==> src/rtl/seg_pkg.sv <==
// Shared constants for the 7-segment scan capture path.
// Segment patterns are {g,f,e,d,c,b,a}, active-low.
package seg_pkg;

  localparam logic [6:0] SEG_0 = 7'h40;
  localparam logic [6:0] SEG_1 = 7'h79;
  localparam logic [6:0] SEG_2 = 7'h24;
  localparam logic [6:0] SEG_3 = 7'h30;
  localparam logic [6:0] SEG_4 = 7'h19;
  localparam logic [6:0] SEG_5 = 7'h12;
  localparam logic [6:0] SEG_6 = 7'h02;
  localparam logic [6:0] SEG_7 = 7'h78;
  localparam logic [6:0] SEG_8 = 7'h00;
  localparam logic [6:0] SEG_9 = 7'h10;

  localparam logic [3:0] SEL_D0    = 4'b1110;
  localparam logic [3:0] SEL_D1    = 4'b1101;
  localparam logic [3:0] SEL_D2    = 4'b1011;
  localparam logic [3:0] SEL_D3    = 4'b0111;
  localparam logic [3:0] SEL_BLANK = 4'b1111;

  localparam logic [3:0] DIG_BAD = 4'hF;

  typedef enum logic {
    ST_SYNC = 1'b0,
    ST_COLL = 1'b1
  } state_e;

  function automatic logic [13:0] bcd_to_bin(
    input logic [15:0] d
  );
    logic [13:0] acc;
    if (d[15:12] == DIG_BAD || d[11:8] == DIG_BAD ||
        d[7:4] == DIG_BAD || d[3:0] == DIG_BAD) begin
      acc = 14'h3FFF;
    end else begin
      acc = {10'd0, d[15:12]} * 14'd1000
          + {10'd0, d[11:8]} * 14'd100
          + {10'd0, d[7:4]} * 14'd10
          + {10'd0, d[3:0]};
    end
    return acc;
  endfunction

endpackage

==> src/rtl/seg_pattern_decode.sv <==
// Combinational 7-segment pattern to BCD decoder.
// Unknown patterns map to DIG_BAD.
module seg_pattern_decode
  import seg_pkg::*;
(
  input  logic [6:0] seg,
  output logic [3:0] bcd
);

  always_comb begin
    bcd = DIG_BAD;
    case (seg)
      SEG_0:   bcd = 4'd0;
      SEG_1:   bcd = 4'd1;
      SEG_2:   bcd = 4'd2;
      SEG_3:   bcd = 4'd3;
      SEG_4:   bcd = 4'd4;
      SEG_5:   bcd = 4'd5;
      SEG_6:   bcd = 4'd6;
      SEG_7:   bcd = 4'd7;
      SEG_8:   bcd = 4'd8;
      SEG_9:   bcd = 4'd9;
      default: bcd = DIG_BAD;
    endcase
  end

endmodule

==> src/rtl/seg_scan_capture.sv <==
// Receive side of the 4-digit multiplexed 7-segment scan.
// Define SEG_CAPTURE_BIN_EN to add the binary value_bin output.
module seg_scan_capture
  import seg_pkg::*;
#(
  parameter int unsigned STABLE_CYCLES = 4,
  parameter int unsigned FRAME_TIMEOUT = 100000
) (
  input  logic        clk,
  input  logic        rst,
  input  logic [3:0]  select,
  input  logic [6:0]  seg,
  output logic [15:0] digits,
  output logic        frame_valid,
  output logic        changed,
  output logic        frame_err,
  output logic        stale
`ifdef SEG_CAPTURE_BIN_EN
  ,
  output logic [13:0] value_bin
`endif
);

  localparam int SW = $clog2(STABLE_CYCLES + 1);
  localparam int IW = $clog2(FRAME_TIMEOUT + 1);
  localparam logic [SW-1:0] S_MAX = SW'(STABLE_CYCLES);
  localparam logic [SW-1:0] S_PRE = SW'(STABLE_CYCLES - 1);
  localparam logic [IW-1:0] I_END = IW'(FRAME_TIMEOUT - 1);

  logic [3:0]    sel_q, prv_sel_q;
  logic [6:0]    seg_q, prv_seg_q;
  logic [SW-1:0] stab_q, stab_d;
  logic [IW-1:0] idle_q, idle_d;
  state_e        state_q, state_d;
  logic [1:0]    exp_q, exp_d;
  logic [15:0]   shadow_q, shadow_d;
  logic [15:0]   digits_q, digits_d;
  logic          pub_q, pub_d;
  logic          fv_q, fv_d;
  logic          chg_q, chg_d;
  logic          err_q, err_d;
  logic          stale_q, stale_d;
  logic [13:0]   bin_q, bin_d;

  logic          sel_ok;
  logic [1:0]    idx;
  logic          same;
  logic          acc;
  logic          tmo;
  logic [3:0]    dig;

  seg_pattern_decode u_dec (
    .seg (seg_q),
    .bcd (dig)
  );

  // Blanking and illegal codes both leave sel_ok low.
  always_comb begin
    sel_ok = 1'b1;
    idx    = 2'd0;
    case (sel_q)
      SEL_D0:  idx = 2'd0;
      SEL_D1:  idx = 2'd1;
      SEL_D2:  idx = 2'd2;
      SEL_D3:  idx = 2'd3;
      default: sel_ok = 1'b0;
    endcase
  end

  always_comb begin
    same   = (sel_q == prv_sel_q) && (seg_q == prv_seg_q);
    stab_d = '0;
    if (sel_ok) begin
      if (!same)               stab_d = SW'(1);
      else if (stab_q == S_MAX) stab_d = S_MAX;
      else                     stab_d = stab_q + SW'(1);
    end
    acc    = sel_ok && same && (stab_q == S_PRE);
    tmo    = !acc && (idle_q == I_END);
    idle_d = (acc || tmo) ? '0 : idle_q + IW'(1);
  end

  always_comb begin
    state_d  = state_q;
    exp_d    = exp_q;
    shadow_d = shadow_q;
    digits_d = digits_q;
    pub_d    = 1'b0;
    fv_d     = 1'b0;
    chg_d    = 1'b0;
    err_d    = 1'b0;
    stale_d  = stale_q;
    bin_d    = bin_q;
    if (pub_q) begin
      digits_d = shadow_q;
      fv_d     = 1'b1;
      chg_d    = (shadow_q != digits_q);
      stale_d  = 1'b0;
      bin_d    = bcd_to_bin(shadow_q);
    end
    if (acc) begin
      case (state_q)
        ST_SYNC: begin
          if (idx == 2'd0) begin
            shadow_d[3:0] = dig;
            exp_d         = 2'd1;
            state_d       = ST_COLL;
          end
        end
        default: begin
          if (idx == exp_q) begin
            shadow_d[{idx, 2'b00} +: 4] = dig;
            exp_d = exp_q + 2'd1;
            pub_d = (exp_q == 2'd3);
          end else begin
            err_d = 1'b1;
            if (idx == 2'd0) begin
              shadow_d[3:0] = dig;
              exp_d         = 2'd1;
            end else begin
              exp_d   = 2'd0;
              state_d = ST_SYNC;
            end
          end
        end
      endcase
    end else if (tmo) begin
      stale_d  = 1'b1;
      state_d  = ST_SYNC;
      exp_d    = 2'd0;
      shadow_d = '0;
    end
  end

  always_ff @(posedge clk) begin
    if (rst) begin
      sel_q     <= SEL_BLANK;
      seg_q     <= 7'h7F;
      prv_sel_q <= SEL_BLANK;
      prv_seg_q <= 7'h7F;
      stab_q    <= '0;
      idle_q    <= '0;
      state_q   <= ST_SYNC;
      exp_q     <= 2'd0;
      shadow_q  <= '0;
      digits_q  <= '0;
      pub_q     <= 1'b0;
      fv_q      <= 1'b0;
      chg_q     <= 1'b0;
      err_q     <= 1'b0;
      stale_q   <= 1'b1;
      bin_q     <= '0;
    end else begin
      sel_q     <= select;
      seg_q     <= seg;
      prv_sel_q <= sel_q;
      prv_seg_q <= seg_q;
      stab_q    <= stab_d;
      idle_q    <= idle_d;
      state_q   <= state_d;
      exp_q     <= exp_d;
      shadow_q  <= shadow_d;
      digits_q  <= digits_d;
      pub_q     <= pub_d;
      fv_q      <= fv_d;
      chg_q     <= chg_d;
      err_q     <= err_d;
      stale_q   <= stale_d;
      bin_q     <= bin_d;
    end
  end

  assign digits      = digits_q;
  assign frame_valid = fv_q;
  assign changed     = chg_q;
  assign frame_err   = err_q;
  assign stale       = stale_q;

`ifdef SEG_CAPTURE_BIN_EN
  assign value_bin = bin_q;
`else
  logic unused_bin;
  assign unused_bin = ^bin_q;
`endif

endmodule

==> config.mk <==
export PLATFORM = sky130hd
export DESIGN_NAME = seg_scan_capture
export DESIGN_NICKNAME = d
export VERILOG_FILES = /design/src/rtl/seg_pkg.sv /design/src/rtl/seg_pattern_decode.sv /design/src/rtl/seg_scan_capture.sv
export SDC_FILE = /design/constraint.sdc
export NUM_CORES = 1
export LEC_CHECK = 0
export ABC_CLOCK_PERIOD_IN_PS = 2230
export BUFFER_PORTS_ARGS = -buffer_cell sky130_fd_sc_hd__buf_2
export CAP_MARGIN = 20
export CORE_MARGIN = 2
export CORE_UTILIZATION = 40
export DETAILED_ROUTE_END_ITERATION = 10
export PLACE_DENSITY = 0.55
export SYNTH_ARGS = -nofsm -noshare
export SYNTH_HDL_FRONTEND = slang
export SYNTH_HIERARCHICAL = 1
export SYNTH_SLANG_ARGS = --single-unit
==> constraint.sdc <==
create_clock -name clk -period 2.23 [get_ports clk]
set_clock_uncertainty 0.1 [all_clocks]
set_input_delay 0.223 -clock clk [delete_from_list [all_inputs] [get_ports clk]]
set_output_delay 0.223 -clock clk [all_outputs]
set_load 0.05 [all_outputs]
==> results.toml, run 1 <==
[routing]
avgRoutedWirePerCell_um = 13.3
routed_wl_um = 7850
vias = 2988
first_pass_iters = 4
via_per_inst = 5.06
drc = 0
ant_nets = 0
drt_iter0_drc = 104

[cts]
clock_latency_ns = 0.34
cts_buffers = 9
tritoncts = "built"
path_clk_slew_ns = 0.08
htree_levels = 3
clkSinkCount = 82
clk_path_buf_depth = 2
root_buffer = "clkbuf_8"

[grt]
grt_pass1_wl_um = 13200
top_usage_layer = "met2"
grt_max_degree = 40
grt_usage_pct = 16.0
grt_overflow = 0
use_met3_pct = 3.21
grt_pass1_vias = 2866
antenna_found_initial = 0
met1_usage_pct = 19.5
grtUsageMet2_pct = 27.6

[sta]
rsz0062_at_grt = "false"
period_share_pct = 92.5
setup_tns_ns = 0
worst_slew_pin_slew_ns = 0.439
drv_slew = 0
period_minus_slack_ns = 2.06
timing.fmax_mhz = 485
finalHoldViolations = 0
hold_ws_ns = 0.0763
max_slew_margin_pct = 70.5
setup_viol_count_final = 0

[layout]
drive_above_1_share_pct = 20.8
diodes = 0
fin_nets = 481
synthToLayoutAreaGrowth_pct = 15.3

[placement]
placement.io_buffers = 32
gp_congestion = 0.830
dp_hpwl_um = 5710

[floorplanning]
core-area_mm2 = 0.00928
std_cell_rows = 35
die_area_mm2 = 0.0104
die_w_um = 102
ioPinCount = 33
die_h_um = 102
initial_core_util_pct = 41.3

[yosys]
synth_seq_cells = 82
ys.warnings.count = 6
synth-simple-area-share_pct = 26.9
yosys_most_used_dff = "dfxtp_1"
synth.cell_area_mm2 = 0.00383
syn_area_per_cell_um2 = 9.27
synth_fa_ha_area_share_pct = 3.27
synth-edff-count = 0
synth_top_family_by_area = "simple AND/OR/NAND/NOR gates"
ys_types = 52
syn_nets = 436
ys_async_sr_fraction_pct = 0
synthXorXnorAreaFrac_pct = 10.6
synth_compound_area_share_pct = 7.74
yosysSeqAreaShare_pct = 42.9
synth_mux_area_share_pct = 4.70
synthCells = 413

[setup_path]
cp_max_fo = 9
cp.required_ns = 2.41
crit_chain = "or3b_1, a211o_1, nand3_4, nor3b_4, nand4_2, o21ai_1"
worstSetupPathType = "reg -> reg"
reg2reg_slack_ns = 0.17
critPathMaxStageDelay_ns = 0.46
cpMaxStageDelayCell = "dfxtp_2"
crit_buf_inv = 0
startpoint_type = "flip-flop"
arrival_ns = 2.24
setup.worst_path.end_class = "flip-flop"
critPathTopFamily = "simple AND/OR/NAND/NOR gates"

[power_and_ir_drop]
ir_drop_mv = 0.318
power_density_mw_per_mm2 = 609
p_leak_nw = 1.78
totalPowerFinal_mw = 2.69

[hold_path]
hold_path_class = "in -> reg"

[run]
cap_violations = 0

[run_status]
outcome = "finished clean"
-- layout by cell type, fill, tap and decap left out, types with 4 or more instances in the layout --
| cell type | count |
|---|---|
| xnor2_1 | 15 |
| a21oi_1 | 6 |
| o21ai_0 | 6 |
| or2_2 | 23 |
| buf_4 | 8 |
| dfxtp_1 | 76 |
| nor2_1 | 42 |
| dlygate4sd3_1 | 11 |
| dfxtp_2 | 6 |
| mux2i_1 | 18 |
| o31ai_1 | 4 |
| nand2_1 | 31 |
| buf_2 | 32 |
| xor2_1 | 28 |
| nand4_1 | 15 |
| o21ai_1 | 9 |
| nor2b_1 | 5 |
| o22ai_1 | 4 |
| nand3_1 | 18 |
| clkbuf_8 | 10 |
| and3_1 | 10 |
| ha_1 | 10 |
| nor3_1 | 6 |
| inv_1 | 14 |
-- timing repair --
action / CTS / global route
buffers inserted: 0 / 0
hold buffers: 11 / 0
hold endpoints to repair: 11 / 0
setup endpoints to repair: 0 / 37
resized for setup: 0 / 10
-- per-stage QoR --
stage / area [um^2] / setup slack, ns / utilization (%) / std cells
final: 4410 / 0.168 / 47.5 / 591
after detailed placement: 4110 / 0.0536 / 44.3 / 565
after global placement: 4110 / 0.0474 / 44.3 / 565
after CTS: 4390 / 0.0434 / 47.3 / 591
after floorplan: 3830 / 0.234 / - / 413
after global routing: 4410 / 0.0233 / 47.5 / 591
-- layout make-up --
| class | count | area [um^2] |
|---|---|---|
| clock inverter | 4 | 28.8 |
| multi-input combinational | 300 | 2050 |
| fill | 917 | 4870 |
| tap | 129 | 161 |
| timing repair buffer | 51 | 330 |
| sequential | 82 | 1650 |
| inverter | 14 | 52.6 |
| clock buffer | 11 | 141 |
-- Yosys cell counts (all sizes together), types with 3 or more instances --
cell type  instances  share of area, %
and4               4              0.98
nor2              43               4.2
nand4b             3              0.69
a21oi              6              0.78
o31ai              4              0.78
nand2b             3              0.49
nor2b              5              0.82
xor2              28               6.4
xnor2             16               4.1
o21ai             15               2.0
o22ai              4              0.65
and3              10               1.6
or3                3              0.49
nor3               7               1.2
buf                8               1.8
inv               14               1.4
or2               23               3.8
dfxtp             82                43
nand3             19               2.8
ha                10               3.3
mux2i             18               4.7
nand3b             3              0.59
nor4               4              0.65
nand2             31               3.0
clkbuf             9              0.88
nand4             17               3.1
-- state kept, by name, summed over array words and instances (netlist names) --
signal / count
frame_valid: 1
prv_sel_q: 4
exp_q: 2
frame_err: 1
stale: 1
digits: 16
shadow_q: 16
state_q: 1
sel_q: 4
seg_q: 7
changed: 1
idle_q: 17
prv_seg_q: 7
stab_q: 3
pub_q: 1
-- kinds of logic (layout without fill, tap and decap cells) --
kind of cell	after synthesis	after routing
XOR/XNOR	44	44
flip-flops	82	82
buffers and inverters	31	80
AND/OR/NAND/NOR	184	184
AO/OA/AOI/OAI	44	44
multiplexers	18	18
adder cells (fa/ha/maj)	10	10
-- report_power, final --
part | switching (mW) | total [mW] | internal, mW
clock network | 0.520 | 0.949 | 0.429
logic | 0.115 | 0.216 | 0.101
registers | 0.0339 | 1.52 | 1.49
-- path summary, 6_finish.rpt --
check / start / to / depth (start not counted)
max: sel_q[3] / shadow_q[11] / 6
min: rst / state_q / 2
max reg2reg: sel_q[3] / shadow_q[11] / 6
min reg2reg: idle_q[0] / idle_q[0] / 1
-- per-layer routing --
layer | routed length, um | vias to the layer above
li1 | - | 1519
met1 | 3750 | 1409
met2 | 3720 | 46
met3 | 222 | 14
met4 | 155 | 0
met5 | 0 | -
(Power assumes the default switching activity.)
==> run 2, diff against run 1 <==
--- a/config.mk
+++ b/config.mk
@@ -5,10 +5,10 @@
 export SDC_FILE = /design/constraint.sdc
 export NUM_CORES = 1
 export LEC_CHECK = 0
-export ABC_CLOCK_PERIOD_IN_PS = 2230
+export ABC_CLOCK_PERIOD_IN_PS = 2000
 export BUFFER_PORTS_ARGS = -buffer_cell sky130_fd_sc_hd__buf_2
 export CAP_MARGIN = 20
-export CORE_MARGIN = 2
+export CORE_MARGIN = 5
 export CORE_UTILIZATION = 40
 export DETAILED_ROUTE_END_ITERATION = 10
 export PLACE_DENSITY = 0.55
==> constraint.sdc (replaced) <==
create_clock -name clk -period 2 [get_ports clk]
set_clock_uncertainty 0.1 [all_clocks]
set_input_delay 0.2 -clock clk [delete_from_list [all_inputs] [get_ports clk]]
set_output_delay 0.2 -clock clk [all_outputs]
set_load 0.05 [all_outputs]
==> run 2 against run 1 <==
- the run now ends with negative setup slack left
- maximum frequency about the same
- flip-flop and latch count unchanged
- hold slack better by 0.042 ns
- critical path depth increased by 1
- wire length up 6.7%
- worst setup slack worse by 0.23 ns
- combinational power rose by 52%
- clock power up 18%
- critical path type unchanged
- largest power group unchanged
- highest routed layer unchanged
==> results.toml, run 2 (same netlist as run 1, synthesis figures left out) <==
[sta]
rsz0062_at_grt = "true"
finalHoldViolations = 0
period_minus_slack_ns = 2.06
worst_slack_ns = -0.0620
setup_viol_count_final = 8
setup_tns_ns = -0.310
max_slew_margin_pct = 76.2
timing.fmax_mhz = 485
hold_ws_ns = 0.119
drv_slew = 0
period_share_pct = 103
worst_slew_pin_slew_ns = 0.357

[cts]
tritoncts = "built"
clock_latency_ns = 0.36
path_clk_slew_ns = 0.09
htree_levels = 3
clk_path_buf_depth = 2
cts_buffers = 9
root_buffer = "clkbuf_8"
clkSinkCount = 82

[layout]
final_common_cell = "dfxtp_1"
synthToLayoutAreaGrowth_pct = 28.4
stdcell_count = 631
diodes = 0
post-route-util_pct = 53.0
largest_reg_flops = 17
layout_common_cells = "dfxtp_1 (74), nor2_1 (43), buf_4 (41)"
drive_above_1_share_pct = 31.9
finalInstanceArea_mm2 = 0.00492
fin_nets = 520
regMostFlops = "idle_q"

[setup_path]
startpoint_type = "flip-flop"
cpMaxStageDelayCell = "dfxtp_4"
cp.required_ns = 2.19
cp_max_fo = 6
reg2reg_slack_ns = -0.06
arrival_ns = 2.26
worstSetupPathType = "reg -> reg"
worstReg2RegStart = "sel_q[3]"
setup.worst_path.end_class = "flip-flop"
cp-startpoint = "sel_q[3]"
crit_chain = "or3b_4, a211o_1, nand3_4, nor3b_4, buf_6, nand4_4, o21ai_1"
critPathMaxStageDelay_ns = 0.40

[routing]
met1_length_um = 3960
drc = 0
vias = 3074
routed_wl_um = 8380
avgRoutedWirePerCell_um = 13.3
via_per_inst = 4.87
first_pass_iters = 4
drt_iter0_drc = 95
routed.top_layer = "met4"
wl_met3_um = 320
met2WireLength_um = 4030
ant_nets = 0

[floorplanning]
core-area_mm2 = 0.00928
ioPinCount = 33
die_h_um = 108
die_area_mm2 = 0.0116
std_cell_rows = 35
die_w_um = 108
initial_core_util_pct = 41.3

[placement]
pre_cts_ws_ns = -0.159
placement.io_buffers = 32
placed_area_mm2 = 0.00435
gp_congestion = 0.784
dp_hpwl_um = 5910
placed_cells = 594

[power_and_ir_drop]
p_leak_nw = 2.02
totalPowerFinal_mw = 3.14
ir_drop_mv = 0.355
power_density_mw_per_mm2 = 639

[hold_path]
hold_path_class = "in -> reg"
min_from = "rst"

[run]
cap_violations = 0

[grt]
grt_pass1_wl_um = 13600
grt_pass1_vias = 2860
grt_overflow = 0
grt_max_degree = 21
antenna_found_initial = 0
grt_usage_pct = 14.6

[run_status]
violations = "negative setup slack"
outcome = "finished with violations"
## run 2: worst paths after layout
path                            cells past startpoint     endpoint
worst max-delay path                                7  shadow_q[5]
worst min-delay path                                2    digits[8]
worst max register to register                      7  shadow_q[5]
worst min register to register                      1    idle_q[0]
## run 2: what timing repair did
item | CTS | global route
endpoints found under the setup margin | 38 | 35
gates resized for setup | 8 | 36
pin swaps | 1 | 14
setup buffers | 0 | 9
endpoints found under the hold margin | 11 | 0
gates cloned | 0 | 1
hold buffers | 11 | 0
## run 2: worst max-delay path: cells and delay by family (launching register included)
family,cells,cell delay [ns]
and+or+nand+nor,4,0.87
DFF,1,0.40
buffers and inverters,1,0.14
AOI/OAI and AO/OA,2,0.49
## run 2: cell type report
class,count,area (um^2)
inverter,14,52.6
clock inverter,7,58.8
multi-input combinational,300,2180
timing repair buffer,90,678
clock buffer,9,124
sequential,82,1660
tap,129,161
fill,869,4370
## run 2: metal layers
layer / global-route usage (%) / up-vias
met5: 0 / -
met4: 4.33 / 0
met3: 3.60 / 4
met2: 23.7 / 41
met1: 19.1 / 1436
li1: - / 1593
## run 2: power by group
| group | switching [mW] | internal, mW |
|---|---|---|
| Sequential | 0.0359 | 1.66 |
| Combinational | 0.156 | 0.172 |
| Clock | 0.649 | 0.468 |
==> run 3, diff against run 2 <==
--- a/config.mk
+++ b/config.mk
@@ -8,10 +8,13 @@
 export ABC_CLOCK_PERIOD_IN_PS = 2000
 export BUFFER_PORTS_ARGS = -buffer_cell sky130_fd_sc_hd__buf_2
 export CAP_MARGIN = 20
+export CELL_PAD_IN_SITES_DETAIL_PLACEMENT = 1
+export CELL_PAD_IN_SITES_GLOBAL_PLACEMENT = 1
 export CORE_MARGIN = 5
 export CORE_UTILIZATION = 40
 export DETAILED_ROUTE_END_ITERATION = 10
-export PLACE_DENSITY = 0.55
+export PLACE_DENSITY = 0.69
+export SKIP_CTS_REPAIR_TIMING = 1
 export SYNTH_ARGS = -nofsm -noshare
 export SYNTH_HDL_FRONTEND = slang
 export SYNTH_HIERARCHICAL = 1
==> run 3 against run 2 <==
- the run still ends with negative setup slack left
- flip-flop and latch count is the same
- maximum frequency grew 2.1%
- combinational power grew 2%
- worst setup slack gained 0.042 ns
- utilization shrank 0.31 points
- wire length grew 11%
- clock-buffer cell count grew 2
- hold slack gained 0.12 ns
- critical path type unchanged
==> results.toml, run 3 (same netlist as run 1, synthesis figures left out) <==
[cts]
clkSinkCount = 82
htree_levels = 3
tritoncts = "built"
clock_latency_ns = 0.36
clk_path_buf_depth = 2
path_clk_slew_ns = 0.08
cts_buffers = 9
root_buffer = "clkbuf_8"

[power_and_ir_drop]
power_density_mw_per_mm2 = 662
sequentialPowerShare_pct = 52.5
clockPowerShare_pct = 37.2
internal_power_mw = 2.43
power_frac_comb_pct = 10.3
p_sw_uw = 803
ir_drop_mv = 0.291
p_leak_nw = 1.99
p_sw_share_pct = 24.8

[run_status]
outcome = "finished with violations"
violations = "negative setup slack"

[layout]
diodes = 0
regMostFlops = "idle_q"
fin_nets = 517
layout_common_cells = "dfxtp_1 (70), nor2_1 (43), buf_4 (42)"
largest_reg_flops = 17
drive_above_1_share_pct = 31.7
final_common_cell = "dfxtp_1"
stdcell_count = 627
post-route-util_pct = 52.6
synthToLayoutAreaGrowth_pct = 27.6

[routing]
first_pass_iters = 4
vias = 3176
routed_wl_um = 9330
ant_nets = 0
drc = 0
avgRoutedWirePerCell_um = 14.9
drt_iter0_drc = 109
via_per_inst = 5.07

[setup_path]
reg2reg_slack_ns = -0.02
crit_buf_inv = 2
critPathMaxStageDelay_ns = 0.42
cpMaxStageDelayCell = "dfxtp_4"
worstSetupPathType = "reg -> reg"
critPathTopFamily = "simple AND/OR/NAND/NOR gates"
cp_max_fo = 8
startpoint_type = "flip-flop"
worst_path_most_repeated_cell = "buf_4"
cp.required_ns = 2.15
setup.worst_path.end_class = "flip-flop"
worstReg2RegStart = "sel_q[3]"
rr_endpoint = "shadow_q[9]"
arrival_ns = 2.17
reg2reg_depth = 8
crit_chain = "or3b_4, a211o_1, nand3_4, buf_4, buf_4, nand3_1, nand4_1, o21ai_1"

[floorplanning]
initial_core_util_pct = 41.3
ioPinCount = 33
std_cell_rows = 35
die_h_um = 108
die_w_um = 108
die_area_mm2 = 0.0116
core-area_mm2 = 0.00928

[sta]
worst_slack_ns = -0.0198
period_minus_slack_ns = 2.02
setup_tns_ns = -0.0616
timing.fmax_mhz = 495
drv_slew = 0
period_share_pct = 101
worst_slew_pin_slew_ns = 0.431
setup_viol_count_final = 7
rsz0062_at_grt = "true"
finalHoldViolations = 0
hold_ws_ns = 0.241
max_slew_margin_pct = 71.2

[placement]
pre_cts_ws_ns = -0.226
placement.io_buffers = 32
placed_cells = 593
gp_congestion = 0.780
dp_hpwl_um = 6680

[grt]
antenna_found_initial = 0
grt_pass1_wl_um = 15200
grt_pass1_vias = 3182
grt_usage_pct = 16.3
grt_max_degree = 25
grt_overflow = 0

[hold_path]
hold_path_class = "in -> reg"
min_from = "rst"
holdPathEnd = "state_q"
min_path_cells = 2

[run]
cap_violations = 0
## run 3: cell types whose count changed in the layout (fill, tap and decap cells not counted), sizes merged
cell	previous run	this run
inv	17	14
buf	77	76
dlymetal6s2s	1	0
clkbuf	10	11
clkinvlp	2	3
clkinv	2	0
bufinv	0	1
## run 3: cell type report
class | instances | area, um^2
clock buffers | 11 | 141
clock inverters | 4 | 52.6
fillers | 1078 | 4400
inverters | 14 | 52.6
multi-input cells | 300 | 2190
flip-flops and latches | 82 | 1670
well taps | 129 | 161
repair buffers | 87 | 617
## run 3: power by group through the flow
stage / Combinational [mW] / Clock (mW) / Sequential [mW]
floorplan: 0.178 / 0 / 1.72
global placement: 0.259 / 0 / 1.73
detailed placement: 0.267 / 0 / 1.73
CTS: 0.269 / 1.24 / 1.70
global route: 0.371 / 1.32 / 1.70
finish: 0.333 / 1.21 / 1.70
## run 3: how the worst max path moves through the flow
stage,cells past startpoint,slack (ns),endpoint,from
after floorplan,9,0.004,shadow_q[0],stab_q[0]
after global placement,6,-0.12,shadow_q[10],sel_q[3]
after detailed placement,6,-0.23,shadow_q[2],sel_q[3]
after CTS,6,-0.24,shadow_q[2],sel_q[3]
after global routing,7,-0.13,shadow_q[7],sel_q[3]
final,8,-0.02,shadow_q[9],sel_q[3]
## run 3: through the flow
stage	total power, mW	cell area [um^2]
finish	3.24	4890
global placement	1.99	4330
detailed placement	2.00	4330
CTS	3.21	4530
global route	3.39	4890
floorplan	1.90	3830
## run 3: per-layer routing
layer	vias to the layer above	GRT usage (%)	wire, um
li1	1583	-	-
met3	9	4.20	262
met5	-	0	0
met1	1550	20.9	4400
met2	34	27.1	4560
met4	0	4.78	104
## run 3: worst register-to-register path: stages, from the launching register on
cell	delay, ns
dfxtp_4	0.42
or3b_4	0.40
a211o_1	0.31
nand3_4	0.12
buf_4	0.12
buf_4	0.09
nand3_1	0.15
nand4_1	0.14
o21ai_1	0.07
